--- config.mk ---
export PLATFORM = sky130hd
export DESIGN_NAME = divisor_datapath
export DESIGN_NICKNAME = d
export VERILOG_FILES = /design/src/rtl/divisor_pkg.sv /design/src/rtl/divisor_resta.sv /design/src/rtl/divisor_datapath.sv
export SDC_FILE = /design/constraint.sdc
export NUM_CORES = 1
export LEC_CHECK = 0
export ABC_AREA = 0
export BUFFER_PORTS_ARGS = -buffer_cell sky130_fd_sc_hd__buf_2
export CAP_MARGIN = 30
export CORE_ASPECT_RATIO = 0.6
export CORE_MARGIN = 2
export CORE_UTILIZATION = 45
export DETAILED_ROUTE_END_ITERATION = 8
export PLACE_DENSITY = 0.74
export SLEW_MARGIN = 30
export SYNTH_ARGS = -nofsm -noshare
export SYNTH_HDL_FRONTEND = slang
export SYNTH_SLANG_ARGS = --single-unit
--- constraint.sdc ---
create_clock -name clk -period 2.5 [get_ports clk]
set_clock_uncertainty 0.15 [all_clocks]
set_input_delay 0.125 -clock clk [delete_from_list [all_inputs] [get_ports clk]]
set_output_delay 0.125 -clock clk [all_outputs]
set_load 0.1 [all_outputs]
--- src/rtl/divisor_pkg.sv ---
// divisor_pkg: shared constants for the restoring divider datapath and its control FSM.
package divisor_pkg;
  localparam int DEF_WIDTH = 8;
  localparam logic [1:0] SAL_NADA = 2'b00;
  localparam logic [1:0] SAL_UNO  = 2'b01;
  localparam logic [1:0] SAL_CERO = 2'b10;
endpackage

--- src/rtl/divisor_resta.sv ---
// divisor_resta: combinational compare/subtract of the partial remainder against the divisor.
module divisor_resta #(
  parameter int WIDTH = 8
) (
  input  logic [WIDTH:0]   i_r,
  input  logic [WIDTH-1:0] i_v,
  output logic             o_mayor,
  output logic [WIDTH:0]   o_dif
);
  assign o_mayor = i_r >= {1'b0, i_v};
  assign o_dif   = i_r - {1'b0, i_v};
endmodule

--- src/rtl/divisor_datapath.sv ---
// divisor_datapath: restoring-division registers executing bajar/igualar/salida commands
// from the control FSM and reporting termino/mayor back to it.
module divisor_datapath
  import divisor_pkg::*;
#(
  parameter int WIDTH = DEF_WIDTH,
  parameter int CNT_W = $clog2(WIDTH + 1)
) (
  input  logic             clk,
  input  logic             rst,
  input  logic             start,
  input  logic [WIDTH-1:0] dividendo,
  input  logic [WIDTH-1:0] divisor,
  input  logic             bajar,
  input  logic             igualar,
  input  logic [1:0]       salida,
  output logic             termino,
  output logic             mayor,
  output logic             ocupado,
  output logic             listo,
  output logic             div_cero,
  output logic [WIDTH-1:0] cociente,
  output logic [WIDTH-1:0] residuo
);
  logic [WIDTH-1:0] r_d, r_v, r_q, r_coc, r_res;
  logic [WIDTH:0]   r_r;
  logic [CNT_W-1:0] r_bits, r_qbits;
  logic             r_ocup, r_listo, r_cero;
  logic [WIDTH:0]   w_dif, w_r_new;
  logic [WIDTH-1:0] w_q_new;
  logic             w_mayor, w_bajar, w_resta, w_sal;

  divisor_resta #(.WIDTH(WIDTH)) u_resta (
    .i_r(r_r), .i_v(r_v), .o_mayor(w_mayor), .o_dif(w_dif)
  );

  // bajar only takes priority when it actually shifts; an ignored bajar drops nothing
  assign w_bajar = r_ocup && bajar && r_bits != '0;
  assign w_resta = r_ocup && !w_bajar && igualar && w_mayor;
  assign w_sal   = r_ocup && !w_bajar && (salida == SAL_UNO || salida == SAL_CERO)
                   && r_qbits < CNT_W'(WIDTH);
  assign w_r_new = w_resta ? w_dif : r_r;
  assign w_q_new = {r_q[WIDTH-2:0], salida == SAL_UNO};

  always_ff @(posedge clk or negedge rst) begin
    if (!rst) begin
      r_d <= '0; r_v <= '0; r_q <= '0; r_r <= '0;
      r_bits <= '0; r_qbits <= '0;
      r_ocup <= 1'b0; r_listo <= 1'b0; r_cero <= 1'b0;
      r_coc <= '0; r_res <= '0;
    end else begin
      r_listo <= 1'b0;
      if (start && !r_ocup) begin
        if (divisor == '0) begin
          r_coc   <= '1;
          r_res   <= dividendo;
          r_cero  <= 1'b1;
          r_listo <= 1'b1;
        end else begin
          r_d     <= dividendo;
          r_v     <= divisor;
          r_r     <= '0;
          r_q     <= '0;
          r_bits  <= CNT_W'(WIDTH);
          r_qbits <= '0;
          r_ocup  <= 1'b1;
          r_cero  <= 1'b0;
        end
      end else if (w_bajar) begin
        r_r    <= {r_r[WIDTH-1:0], r_d[WIDTH-1]};
        r_d    <= r_d << 1;
        r_bits <= r_bits - 1'b1;
      end else begin
        r_r <= w_r_new;
        if (w_sal) begin
          r_q     <= w_q_new;
          r_qbits <= r_qbits + 1'b1;
          if (r_qbits == CNT_W'(WIDTH - 1)) begin
            r_coc   <= w_q_new;
            r_res   <= w_r_new[WIDTH-1:0];
            r_listo <= 1'b1;
            r_ocup  <= 1'b0;
          end
        end
      end
    end
  end

  assign termino  = r_ocup && r_bits == '0;
  assign mayor    = w_mayor;
  assign ocupado  = r_ocup;
  assign listo    = r_listo;
  assign div_cero = r_cero;
  assign cociente = r_coc;
  assign residuo  = r_res;
endmodule

* Word-level counts from Yosys, hierarchy flattened
Cells that the tools add are included.
** Storage, ports and cells
- Output and inout port bits :: 21
- Flip-flop bits (word level) :: 59
- Logic and storage cells :: 87
- Input bits :: 23
** Cells by class
- Bitwise gates (word level) :: 1
- Reduce and logical (&&, ||, !) cells :: 25
- Order comparisons :: 2
- $add $sub $neg :: 3
- Muxes and demuxes :: 38
- Equality and inequality tests :: 6
** Operator list (number)
- $mux 8 :: 13
- $mux 9 :: 4
- $mux 4 :: 7
- $mux 7 :: 4
- $mux 1 :: 10
- $ge 9x8->1 :: 1
- $logic_and 1x1->1 :: 9
- $sub 9x8->9 :: 1
- $logic_not 8->1 :: 1
- $reduce_and 4->1 :: 2
- $reduce_and 2->1 :: 3
- $reduce_bool 2->1 :: 3
- $add 4x1->4 const B :: 1
- $eq 4x3->1 const B :: 1
- $logic_not 4->1 :: 1
- $lt 4x4->1 const B :: 1
- $ne 2x1->1 const B :: 2
- $reduce_bool 4->1 :: 1
- $sub 4x1->4 const B :: 1
- $reduce_and 3->1 :: 1
- $reduce_bool 3->1 :: 1
- $eq 2x1->1 const B :: 1
- $eq 2x2->1 const B :: 1
- $logic_not 1->1 :: 2
- other kinds (3) :: 3

* Depth between registers and ports, before layout
Gate-level depths: netlist (run 1).
- Depth after elaboration :: 11
- Mapped depth :: 10
- Gate-level depth less buffers :: 10

* By module
From an unflattened synthesis (run 1), not the netlist that was laid out.
** Second synthesis, totals
- Cells, all modules :: 315
- Area total of the unflattened synthesis :: 3189.3 um2
** By module, submodules not included
- divisor_datapath :: instances 1, seq. area each 1476.4 um2, cells an instance 246, area each 2705.1 um2
- divisor_resta :: instances 1, seq. area each 0.0 um2, cells an instance 69, area each 484.2 um2

* Worst setup path after synthesis (run 1)
OpenSTA, ideal clock, no wires.
- Kind :: register -> register
- Start :: register r_r[6]
- End :: register r_res[0] (netlist: residuo[0])
- Stages on the path, launching flop included :: 8
- Data required time :: 2.270 ns
- Buffers on the path :: 0
- Data arrival time :: 2.702 ns
- Library setup time :: 0.080 ns
- Period minus slack after synthesis :: 2.931 ns
- Slack :: -0.431 ns
- Cells stage by stage :: dfrtp_1 ha_1 a21oi_1 o21ai_0 a211oi_1 nand2_1 o2111ai_1 a2bb2oi_1
** Between the ends
- Longest elaborated chain between the ends :: 7
** Ends and longest elaborated chain
- from (decl) :: line divisor_datapath.sv:26 : logic [WIDTH:0] r_r;
- from (signal assigned) :: line divisor_datapath.sv:70 : r_r <= {r_r[WIDTH-1:0], r_d[WIDTH-1]};
- from (signal assigned) :: line divisor_datapath.sv:74 : r_r <= w_r_new;
- $ge 9x8->1 :: line divisor_resta.sv:10 : assign o_mayor = i_r >= {1'b0, i_v};
- via mayor :: line divisor_datapath.sv:18 : output logic mayor,
- $logic_and 1x1->1 :: line divisor_datapath.sv:39 : assign w_resta = r_ocup && !w_bajar && igualar && w_mayor;
- $mux 9 :: line divisor_datapath.sv:42 : assign w_r_new = w_resta ? w_dif : r_r;
- $mux 8 :: line divisor_datapath.sv:78 : if (r_qbits == CNT_W'(WIDTH - 1)) begin
- $mux 8 :: line divisor_datapath.sv:75 : if (w_sal) begin
- $mux 8 :: line divisor_datapath.sv:69 : end else if (w_bajar) begin
- $mux 8 :: line divisor_datapath.sv:53 : if (start && !r_ocup) begin
- to (signal assigned) :: line divisor_datapath.sv:56 : r_res <= dividendo;
- to (signal assigned) :: line divisor_datapath.sv:80 : r_res <= w_r_new[WIDTH-1:0];
- to (decl) :: line divisor_datapath.sv:25 : logic [WIDTH-1:0] r_d, r_v, r_q, r_coc, r_res;
The timed path passes the listed nets, and every way through them passes these cells. The select of a mux whose other input is x is not followed.
A chain may end at the register's enable or synchronous reset.

* Worst setup path in the final report (run 1)
- Start :: register r_r[6]
- End :: register r_r[8]
** Between the ends
- Longest elaborated chain between the ends :: 4
- Elaborated cells on any way between the ends :: 8
- Those cells by class :: add/sub: 1; order compare: 1; mux: 3; reduce/logical: 3
** Ends and longest elaborated chain (line)
- $sub 9x8->9 / $ge 9x8->1 (equally long branches) :: divisor_resta.sv:11, divisor_resta.sv:10
- $mux 9 / $logic_and 1x1->1 (equally long branches) :: divisor_datapath.sv:42, divisor_datapath.sv:39
- $mux 9 / $reduce_bool 3->1 (equally long branches)
- $mux 9 / $reduce_and 2->1 (equally long branches)
Several ways; a longest one is shown, not always the timed one. The select of a mux whose other input is x is not followed.

==> results.json, run 1 <==
{
  "cpMostUsedCell": "sky130_fd_sc_hd__buf_4",
  "post_synth_net_total": 348,
  "critPathLaunchType": "flop",
  "synthDistinctLibCells": 50,
  "std_cell_rows": 22,
  "worst_path_max_delay_cell": "sky130_fd_sc_hd__dfrtp_1",
  "grt.overflow.total": 0,
  "drt_iter0_drc": 141,
  "first_global_vias": 2630,
  "drcViolationCount": 0,
  "hold_slack_ns": 0.0149,
  "report.final.setup_viol": 0,
  "htree_num_levels": 3,
  "run_status": "complete, no violations",
  "critPathKind": "reg2reg",
  "synthesized_instance_count": 312,
  "crit_required_ns": 2.58,
  "clock_insertion_delay_worst_skew_ns": 0.36,
  "fp.coreArea_um2": 6250,
  "dp.final_hpwl_um": 6120,
  "worst_slew_pin_slew_ns": 0.646,
  "cp_num_buf_inv": 2,
  "io_buffers": 43,
  "final_min_period_over_clock_period": 0.977,
  "number_of_synthesized_flops_with_an_enable_pin": 0,
  "reg_area_um2": 1480,
  "grt_antenna_before_repair": 0,
  "global_route_wire_length_before_repair_um": 13400,
  "synth-warning-count": 0,
  "seq_area_frac_synth": 0.495,
  "tritoncts": "yes",
  "yosys_register_bits": 59,
  "number_of_detailed_routing_iterations_run_before_antenna_repair": 5,
  "synthesis.area_um2": 2980,
  "report.final.slew_viol_count": 0,
  "post-route-util": 0.633,
  "gpl.final_weighted_congestion": 0.903,
  "crit_cells": 9,
  "rsz0062_at_grt": "true",
  "worstRegToRegCells": 9,
  "post-route-cell-area_um2": 3960,
  "avgRoutedWirePerCell_um": 17.3,
  "mean_area_per_synthesized_cell_um2": 9.56,
  "final-hold-violation-count": 0,
  "number_of_max_cap_violations": 0,
  "crit_path_max_incr_delay_ns": 0.39,
  "clkSinkCount": 59,
  "number_of_buffers_inserted_during_clock_tree_synthesis": 9,
  "type_of_the_tightest_min_delay_check": "in2reg",
  "async_flop_share": 1.00,
  "initial_utilization": 0.477,
  "cts.clk_slew.worst_paths_ns": 0.07,
  "synth-main-ff-cell": "sky130_fd_sc_hd__dfrtp_1",
  "cell_type_group_with_the_largest_total_delay_on_the_critical_path": "compound AO/OA/AOI/OAI gates",
  "ant_nets": 0,
  "worst_r2r_dst": "r_r[8]",
  "fmax_mhz": 409,
  "ctsLongestPathBuffers": 2,
  "maxSlewHeadroom": 0.570,
  "fp.dieArea_um2": 7310,
  "startpoint": "r_r[6]",
  "cp.arrival_ns": 2.52,
  "route.vias.total": 2761,
  "die_height_um": 67.1,
  "postRouteWirelength_um": 8500,
  "vias_per_cell": 5.62,
  "worstReg2RegStart": "r_r[6]",
  "die_w_um": 109,
  "worstSetupEndpointType": "flop",
  "worstPathMaxFanout": 7,
  "min_delay_path_depth": 4,
  "r2r_slack_ns": 0.06,
  "timing.critical_path.cells": "ha_1 -> nand4_1 -> o21ai_0 -> a211oi_1 -> buf_4 -> a21o_4 -> buf_4 -> o311ai_2 -> nand2_1",
  "grt_use_total": 0.255,
  "final_net_count": 438,
  "dpl_cell_area_um2": 3470,
  "final.fill_count": 539,
  "final_period_minus_worst_setup_slack_ns": 2.44,
  "clockRootBuffer": "sky130_fd_sc_hd__clkbuf_8",
  "antenna-diode-count": 0,
  "post_route_cells_drive_above_1_share": 0.270,
  "number_of_top_level_design_ports": 44,
  "layout-area-overhead-vs-synth_pct": 32.7,
  "crit_end": "r_r[8]",
  "multi_input_area_um2": 1450,
  "pin_count_of_the_biggest_net_entering_global_routing": 27
}
kinds of logic (layout without fill, tap and decap cells):
| kind of cell | after synthesis | after routing | share of synthesized area |
|---|---|---|---|
| xor+xnor | 5 | 5 | 0.0147 |
| mux | 2 | 2 | 0.00671 |
| fa+ha+maj | 13 | 13 | 0.0571 |
| compound gates | 91 | 91 | 0.217 |
| simple gates | 113 | 113 | 0.168 |
| buf+inv | 29 | 124 | 0.0411 |
| flops | 59 | 59 | 0.495 |
how the worst min path moves through the flow:
stage          slack (ns)          end    startpoint
5_1_grt              0.02   residuo[5]  dividendo[5]
3_5_place_dp         0.04       r_r[7]           rst
3_3_place_gp         0.02       r_r[7]           rst
4_1_cts             0.007   residuo[5]  dividendo[5]
2_1_floorplan       -0.32  cociente[0]           rst
6_report             0.01   residuo[5]  dividendo[5]
layer usage:
metal | part of all wire | GRT usage
met5 | 0 | 0
met4 | 0.011 | 0.0753
met3 | 0.084 | 0.0949
met2 | 0.41 | 0.341
met1 | 0.49 | 0.378
flip-flops by register name, indices dropped and copies added, names as in the netlist, 4 cells and up:
name / count
cociente: 8
r_bits: 4
r_d: 8
r_q: 7
r_qbits: 4
r_r: 9
r_v: 8
residuo: 8
layout by cell type (no fill, tap or decap), types with 3 or more instances in the layout:
cell type and instances:
sky130_fd_sc_hd__dfrtp_1 57, sky130_fd_sc_hd__and3_1 3, sky130_fd_sc_hd__xnor2_1 3, sky130_fd_sc_hd__buf_4 30, sky130_fd_sc_hd__o21ai_1 3, sky130_fd_sc_hd__dlygate4sd3_1 16, sky130_fd_sc_hd__a22o_1 10, sky130_fd_sc_hd__a31oi_1 9
sky130_fd_sc_hd__nor4_1 3, sky130_fd_sc_hd__nand2_1 44, sky130_fd_sc_hd__o22a_1 8, sky130_fd_sc_hd__a211oi_2 3, sky130_fd_sc_hd__clkbuf_8 11, sky130_fd_sc_hd__a211oi_1 3, sky130_fd_sc_hd__o211ai_1 3, sky130_fd_sc_hd__a21oi_1 13
sky130_fd_sc_hd__inv_1 16, sky130_fd_sc_hd__buf_2 42, sky130_fd_sc_hd__ha_1 10, sky130_fd_sc_hd__nor2_1 29, sky130_fd_sc_hd__nor3_1 4, sky130_fd_sc_hd__nand3_1 16, sky130_fd_sc_hd__o21ai_0 19
cells in the mapped netlist (all sizes together), types with 2 or more instances:
| cell type | number | area share |
|---|---|---|
| a41oi | 2 | 0.0059 |
| and3 | 3 | 0.0063 |
| nand2 | 45 | 0.057 |
| nor3 | 4 | 0.0067 |
| dfrtp | 59 | 0.50 |
| nand4 | 2 | 0.0042 |
| buf | 5 | 0.011 |
| a31oi | 9 | 0.019 |
| o22a | 8 | 0.024 |
| a21o | 3 | 0.0076 |
| nand3 | 16 | 0.027 |
| inv | 17 | 0.021 |
| xor2 | 2 | 0.0059 |
| o211ai | 3 | 0.0076 |
| o311ai | 2 | 0.0059 |
| and2 | 2 | 0.0042 |
| a22oi | 2 | 0.0050 |
| o21ai | 22 | 0.037 |
| nor4 | 4 | 0.0084 |
| a211oi | 6 | 0.018 |
| xnor2 | 3 | 0.0088 |
| mux2i | 2 | 0.0067 |
| a22o | 10 | 0.029 |
| ha | 12 | 0.050 |
| a21oi | 15 | 0.025 |
| nor2 | 31 | 0.040 |
| clkbuf | 7 | 0.0088 |
| nand2b | 2 | 0.0042 |
layout make-up:
| type | instances | area share |
|---|---|---|
| well taps | 84 | 0.0266 |
| multi-input cells | 224 | 0.365 |
| repair buffers | 91 | 0.160 |
| clock buffers | 12 | 0.0392 |
| clock inverters | 4 | 0.0187 |
| inverters | 17 | 0.0168 |
| flip-flops and latches | 59 | 0.374 |
per-stage QoR:
stage / std cells / setup TNS [ns] / setup slack [ns]
6_report: 491 / 0 / 0.0580
5_1_grt: 491 / -0.230 / -0.0509
4_1_cts: 488 / 0 / 0.00796
3_5_place_dp: 456 / -0.0185 / -0.0185
3_3_place_gp: 456 / 0 / 0.0824
2_1_floorplan: 312 / -0.152 / -0.152
worst register-to-register path, cell delays in order, from the launching register on:
cell and delay [ns]:
sky130_fd_sc_hd__dfrtp_1 0.39, sky130_fd_sc_hd__ha_1 0.37, sky130_fd_sc_hd__nand4_1 0.15, sky130_fd_sc_hd__o21ai_0 0.21
sky130_fd_sc_hd__a211oi_1 0.11, sky130_fd_sc_hd__buf_4 0.17, sky130_fd_sc_hd__a21o_4 0.22, sky130_fd_sc_hd__buf_4 0.16
sky130_fd_sc_hd__o311ai_2 0.27, sky130_fd_sc_hd__nand2_1 0.11
timing repair:
| action | in CTS | in global routing |
|---|---|---|
| buffers inserted | 0 | 3 |
| pin swaps | 0 | 4 |
| gates resized for setup | 2 | 18 |
| endpoints found under the hold margin | 43 | 0 |
| endpoints found under the setup margin | 2 | 29 |
| hold buffers | 16 | 0 |
Power of run 1 is not shown: default switching activity piles up to over one toggle a cycle in this logic, so the estimate is an artifact.
==> inputs of run 2 (changes only) <==
Settings changed: MAX_ROUTING_LAYER set to met4, SKIP_CTS_REPAIR_TIMING set to 1.
==> run 2 against run 1 <==
Compared with the run above: cell count increased by 0.20%; utilization fell by 0.64 points; register-to-register slack worse by 0.04 ns; via count rose by 1.9%; flip-flop and latch count unchanged; final area fell by 1.0%; worst setup slack worse by 0.042 ns; critical endpoint is now mayor.
==> results.json, run 2 (synthesis gave the netlist of run 1 again) <==
{
  "final-hold-violation-count": 0,
  "cell_type_group_with_the_largest_total_delay_on_the_critical_path": "flip-flops",
  "largest_register_ffs": 9,
  "crit_path_max_incr_delay_ns": 0.43,
  "pin_count_of_the_biggest_net_entering_global_routing": 60,
  "final_net_count": 439,
  "finalSetupTns_ns": 0,
  "clock_insertion_delay_worst_skew_ns": 0.35,
  "clkSinkCount": 59,
  "io_buffers": 43,
  "number_of_top_level_design_ports": 44,
  "std_cell_rows": 22,
  "dp.final_hpwl_um": 5960,
  "grt_antenna_before_repair": 0,
  "worst_path_max_delay_cell": "sky130_fd_sc_hd__dfrtp_1",
  "first_global_vias": 2617,
  "die_w_um": 109,
  "worstRegToRegCells": 8,
  "worstReg2RegStart": "r_r[4]",
  "ant_nets": 0,
  "grt.overflow.total": 0,
  "worst_r2r_dst": "r_r[0]",
  "initial_utilization": 0.477,
  "layout-area-overhead-vs-synth_pct": 31.4,
  "number_of_max_cap_violations": 0,
  "avgRoutedWirePerCell_um": 17.2,
  "tritoncts": "yes",
  "type_of_the_tightest_min_delay_check": "in2reg",
  "timing.critical_path.cells": "ha_1 -> nand4_1 -> o21ai_0 -> a211oi_2 -> buf_4 -> nand2_2 -> buf_6",
  "die_height_um": 67.1,
  "postRouteWirelength_um": 8470,
  "route.vias.total": 2814,
  "rsz0062_at_grt": "true",
  "run_status": "complete, no violations",
  "maxSlewHeadroom": 0.644,
  "antenna-diode-count": 0,
  "worstSetupEndpointType": "output port",
  "worst_slew_pin_slew_ns": 0.530,
  "global_route_wire_length_before_repair_um": 13400,
  "vias_per_cell": 5.72,
  "worstPathMaxFanout": 5,
  "number_of_detailed_routing_iterations_run_before_antenna_repair": 5,
  "fmax_mhz": 403,
  "report.final.setup_viol": 0,
  "drt_iter0_drc": 210,
  "placed_cells_incl_taps": 454,
  "drcViolationCount": 0,
  "fp.dieArea_um2": 7310,
  "clockRootBuffer": "sky130_fd_sc_hd__clkbuf_8",
  "layout_commonest_cell": "sky130_fd_sc_hd__dfrtp_1",
  "ctsLongestPathBuffers": 2,
  "final_min_period_over_clock_period": 0.994,
  "crit_required_ns": 2.23,
  "final_period_minus_worst_setup_slack_ns": 2.48,
  "registers.top_by_ff_count": "r_r",
  "report.final.slew_viol_count": 0,
  "cp_num_buf_inv": 2,
  "critPathLaunchType": "flop",
  "min_delay_path_depth": 4,
  "htree_num_levels": 3,
  "cp.arrival_ns": 2.21,
  "gpl.final_weighted_congestion": 0.900,
  "dpl_cell_area_um2": 3460,
  "grt_use_total": 0.258,
  "critPathKind": "reg2out",
  "fp.coreArea_um2": 6250,
  "timing.hold.worst.start": "dividendo[5]",
  "post-route-cell-area_um2": 3920,
  "layout_common_cells": "sky130_fd_sc_hd__dfrtp_1, sky130_fd_sc_hd__nand2_1, sky130_fd_sc_hd__buf_2",
  "r2r_slack_ns": 0.02,
  "cts.clk_slew.worst_paths_ns": 0.07,
  "holdPathEnd": "r_d[5]",
  "hold_slack_ns": 0.0508,
  "final_cells": 492,
  "post_route_cells_drive_above_1_share": 0.279,
  "number_of_buffers_inserted_during_clock_tree_synthesis": 9
}
==> run 2: changes by cell type in the layout (fill, tap and decap cells not counted), moves of 2 or more <==
| cell | delta |
|---|---|
| sky130_fd_sc_hd__bufinv_16 | -2 |
| sky130_fd_sc_hd__clkbuf_8 | -2 |
| sky130_fd_sc_hd__clkinv_2 | +2 |
| sky130_fd_sc_hd__clkinvlp_4 | +5 |
| sky130_fd_sc_hd__inv_1 | -2 |
| sky130_fd_sc_hd__inv_2 | +2 |
==> run 2: layout make-up <==
class	instances	area (µm²)
Fill cell	506	2330
Sequential cell	59	1480
Multi-Input combinational cell	224	1450
Timing Repair Buffer	91	642
Clock buffer	9	124
Tap cell	84	105
Inverter	17	66.3
Clock inverter	7	45.0
Timing Repair inverter	1	7.51
==> run 2: per-stage QoR <==
| step | util | worst slack [ns] |
|---|---|---|
| global placement | 0.554 | 0.0667 |
| finish | 0.627 | 0.0156 |
| floorplan | - | -0.152 |
| detailed placement | 0.554 | 0.0268 |
| CTS | 0.581 | -0.136 |
| global route | 0.627 | -0.0392 |
==> run 2: worst max-delay path by stage <==
stage	from	to	slack (ns)	depth (start not counted)
6_report	r_r[4]	mayor	0.02	7
3_3_place_gp	r_r[1]	r_r[8]	0.07	9
5_1_grt	r_v[6]	mayor	-0.04	8
3_5_place_dp	r_bits[1]	residuo[3]	0.03	10
2_1_floorplan	r_r[6]	residuo[0]	-0.15	7
4_1_cts	r_v[6]	mayor	-0.14	8
==> run 2: worst reg2reg max path: cells and delay by family (launching register included) <==
kind	cells	cell delay, ns
flip-flops	1	0.43
AO/OA/AOI/OAI	4	0.98
buffers and inverters	1	0.20
AND/OR/NAND/NOR	2	0.22
adder cells (fa/ha/maj)	1	0.38
==> run 2: metal layers <==
layer  routed length (µm)  global-route usage  up-vias
met5                    0                   -        -
met4                   83              0.0769        0
met3                  792              0.0881       13
met2                 3610               0.348      144
met1                 3980               0.363     1344
li1                     -                   -     1313
Power of run 2 is left out for the same reason.
==> inputs of run 3 (changes only) <==
Settings changed: RECOVER_POWER set to 50, SLEW_MARGIN 30 to unset.
==> run 3 against run 2 <==
Compared with the run above: the flow now finishes with violations (negative setup slack); maximum frequency is 0.71% lower; hold slack better by 0.00087 ns; sequential share of layout area is 0.25 points higher; via count is 0.14% higher; flip-flop and latch count stayed put; routed wire length hardly changed; critical path depth is 1 higher; first-iteration DRC count is 7.1% higher; global-route usage stayed put.
==> results.json, run 3 (synthesis gave the netlist of run 1 again) <==
{
  "avgRoutedWirePerCell_um": 17.2,
  "fp.dieArea_um2": 7310,
  "post-route-cell-area_um2": 3890,
  "vias_per_cell": 5.73,
  "crit_required_ns": 2.57,
  "grt.overflow.total": 0,
  "clock_insertion_delay_worst_skew_ns": 0.34,
  "final_min_period_over_clock_period": 1.00,
  "clockRootBuffer": "sky130_fd_sc_hd__clkbuf_8",
  "run_status": "finished, violations left",
  "antenna-diode-count": 0,
  "report.final.setup_viol": 1,
  "final.fill_count": 512,
  "fmax_mhz": 400,
  "timing.hold.worst.start": "dividendo[5]",
  "maxSlewHeadroom": 0.0493,
  "number_of_buffers_inserted_during_clock_tree_synthesis": 9,
  "largest_register_ffs": 9,
  "final_net_count": 439,
  "timing.critical_path.cells": "ha_1 -> nand4_1 -> o21ai_0 -> a211oi_2 -> a21oi_1 -> buf_4 -> nor2_1 -> a221o_1",
  "layout-area-overhead-vs-synth_pct": 30.5,
  "final-hold-violation-count": 0,
  "number_of_detailed_routing_iterations_run_before_antenna_repair": 5,
  "report.final.slew_viol_count": 0,
  "cp.arrival_ns": 2.57,
  "post_route_cells_drive_above_1_share": 0.257,
  "grt_use_total": 0.258,
  "crit_path_max_incr_delay_ns": 0.43,
  "cp_num_buf_inv": 1,
  "grt_antenna_before_repair": 0,
  "worstRegToRegCells": 8,
  "io_buffers": 43,
  "worstSetupEndpointType": "flop",
  "dpl_cell_area_um2": 3460,
  "std_cell_rows": 22,
  "critPathLaunchType": "flop",
  "die_height_um": 67.1,
  "registers.top_by_ff_count": "r_r",
  "final_period_minus_worst_setup_slack_ns": 2.50,
  "initial_utilization": 0.477,
  "layout_common_cells": "sky130_fd_sc_hd__dfrtp_1, sky130_fd_sc_hd__nand2_1, sky130_fd_sc_hd__buf_2",
  "drt_iter0_drc": 225,
  "critPathKind": "reg2reg",
  "number_of_max_cap_violations": 0,
  "htree_num_levels": 3,
  "r2r_slack_ns": -0.002,
  "rsz0062_at_grt": "true",
  "drcViolationCount": 0,
  "layout_commonest_cell": "sky130_fd_sc_hd__dfrtp_1",
  "gpl.final_weighted_congestion": 0.900,
  "global_route_wire_length_before_repair_um": 13400,
  "die_w_um": 109,
  "min_delay_path_depth": 4,
  "final_critical_path_setup_slack_ns": -0.00203,
  "worst_r2r_dst": "r_r[0]",
  "tritoncts": "yes",
  "cell_type_group_with_the_largest_total_delay_on_the_critical_path": "compound AO/OA/AOI/OAI gates",
  "route.vias.total": 2818,
  "violations": "negative setup slack",
  "worst_path_max_delay_cell": "sky130_fd_sc_hd__dfrtp_1",
  "worst_slew_pin_slew_ns": 1.43,
  "ant_nets": 0,
  "number_of_top_level_design_ports": 44,
  "postRouteWirelength_um": 8470,
  "clkSinkCount": 59,
  "type_of_the_tightest_min_delay_check": "in2reg",
  "worstReg2RegStart": "r_r[4]",
  "worstPathMaxFanout": 7,
  "pin_count_of_the_biggest_net_entering_global_routing": 60,
  "ctsLongestPathBuffers": 2,
  "holdPathEnd": "r_d[5]",
  "first_global_vias": 2617,
  "cts.clk_slew.worst_paths_ns": 0.07,
  "fp.coreArea_um2": 6250,
  "dp.final_hpwl_um": 5960
}
run 3: cell count changes in the layout (fill, tap and decap cells not counted):
cell / before / now
sky130_fd_sc_hd__clkbuf_1: 0 / 9
sky130_fd_sc_hd__buf_12: 1 / 0
sky130_fd_sc_hd__buf_2: 42 / 33
sky130_fd_sc_hd__clkbuf_2: 0 / 1
run 3: layer usage:
| layer | wire [µm] | up-vias | track usage |
|---|---|---|---|
| li1 | - | 1311 | - |
| met1 | 4040 | 1352 | 0.363 |
| met2 | 3600 | 141 | 0.348 |
| met3 | 760 | 14 | 0.0881 |
| met4 | 63 | 0 | 0.0769 |
| met5 | 0 | - | - |
run 3: worst max path at each step:
stage	start	to	slack, ns	depth (start not counted)
after global placement	r_r[1]	r_r[8]	0.07	9
after detailed placement	r_bits[1]	residuo[3]	0.03	10
after CTS	r_v[6]	mayor	-0.14	8
after global routing	r_v[6]	mayor	-0.04	8
final	r_r[4]	r_r[0]	-0.002	8
after floorplan	r_r[6]	residuo[0]	-0.15	7
run 3: cell type report:
type	instances	area, µm²	area share
repair buffers	91	616	0.158
clock buffers	9	124	0.0318
repair inverters	1	7.51	0.00193
inverters	17	66.3	0.0170
clock inverters	7	45.0	0.0116
multi-input cells	224	1450	0.372
well taps	84	105	0.0270
flip-flops and latches	59	1480	0.380
run 3: metrics by stage:
stage | hold WS [ns] | TNS [ns] | cells | worst slack [ns] | utilization
2_1_floorplan | -0.321 | -0.152 | 312 | -0.152 | -
3_3_place_gp | -0.00281 | 0 | 454 | 0.0667 | 0.554
3_5_place_dp | 0.00413 | 0 | 454 | 0.0268 | 0.554
4_1_cts | -0.361 | -0.136 | 470 | -0.136 | 0.581
5_1_grt | 0.0829 | -0.120 | 492 | -0.0392 | 0.623
6_report | 0.0517 | -0.00203 | 492 | -0.00203 | 0.623
run 3: worst min-delay path, cell delays in order:
cell	delay [ns]
sky130_fd_sc_hd__buf_2	0.08
sky130_fd_sc_hd__and2_1	0.13
sky130_fd_sc_hd__a21oi_1	0.04
sky130_fd_sc_hd__o21ai_0	0.13
Power of run 3 is left out for the same reason.
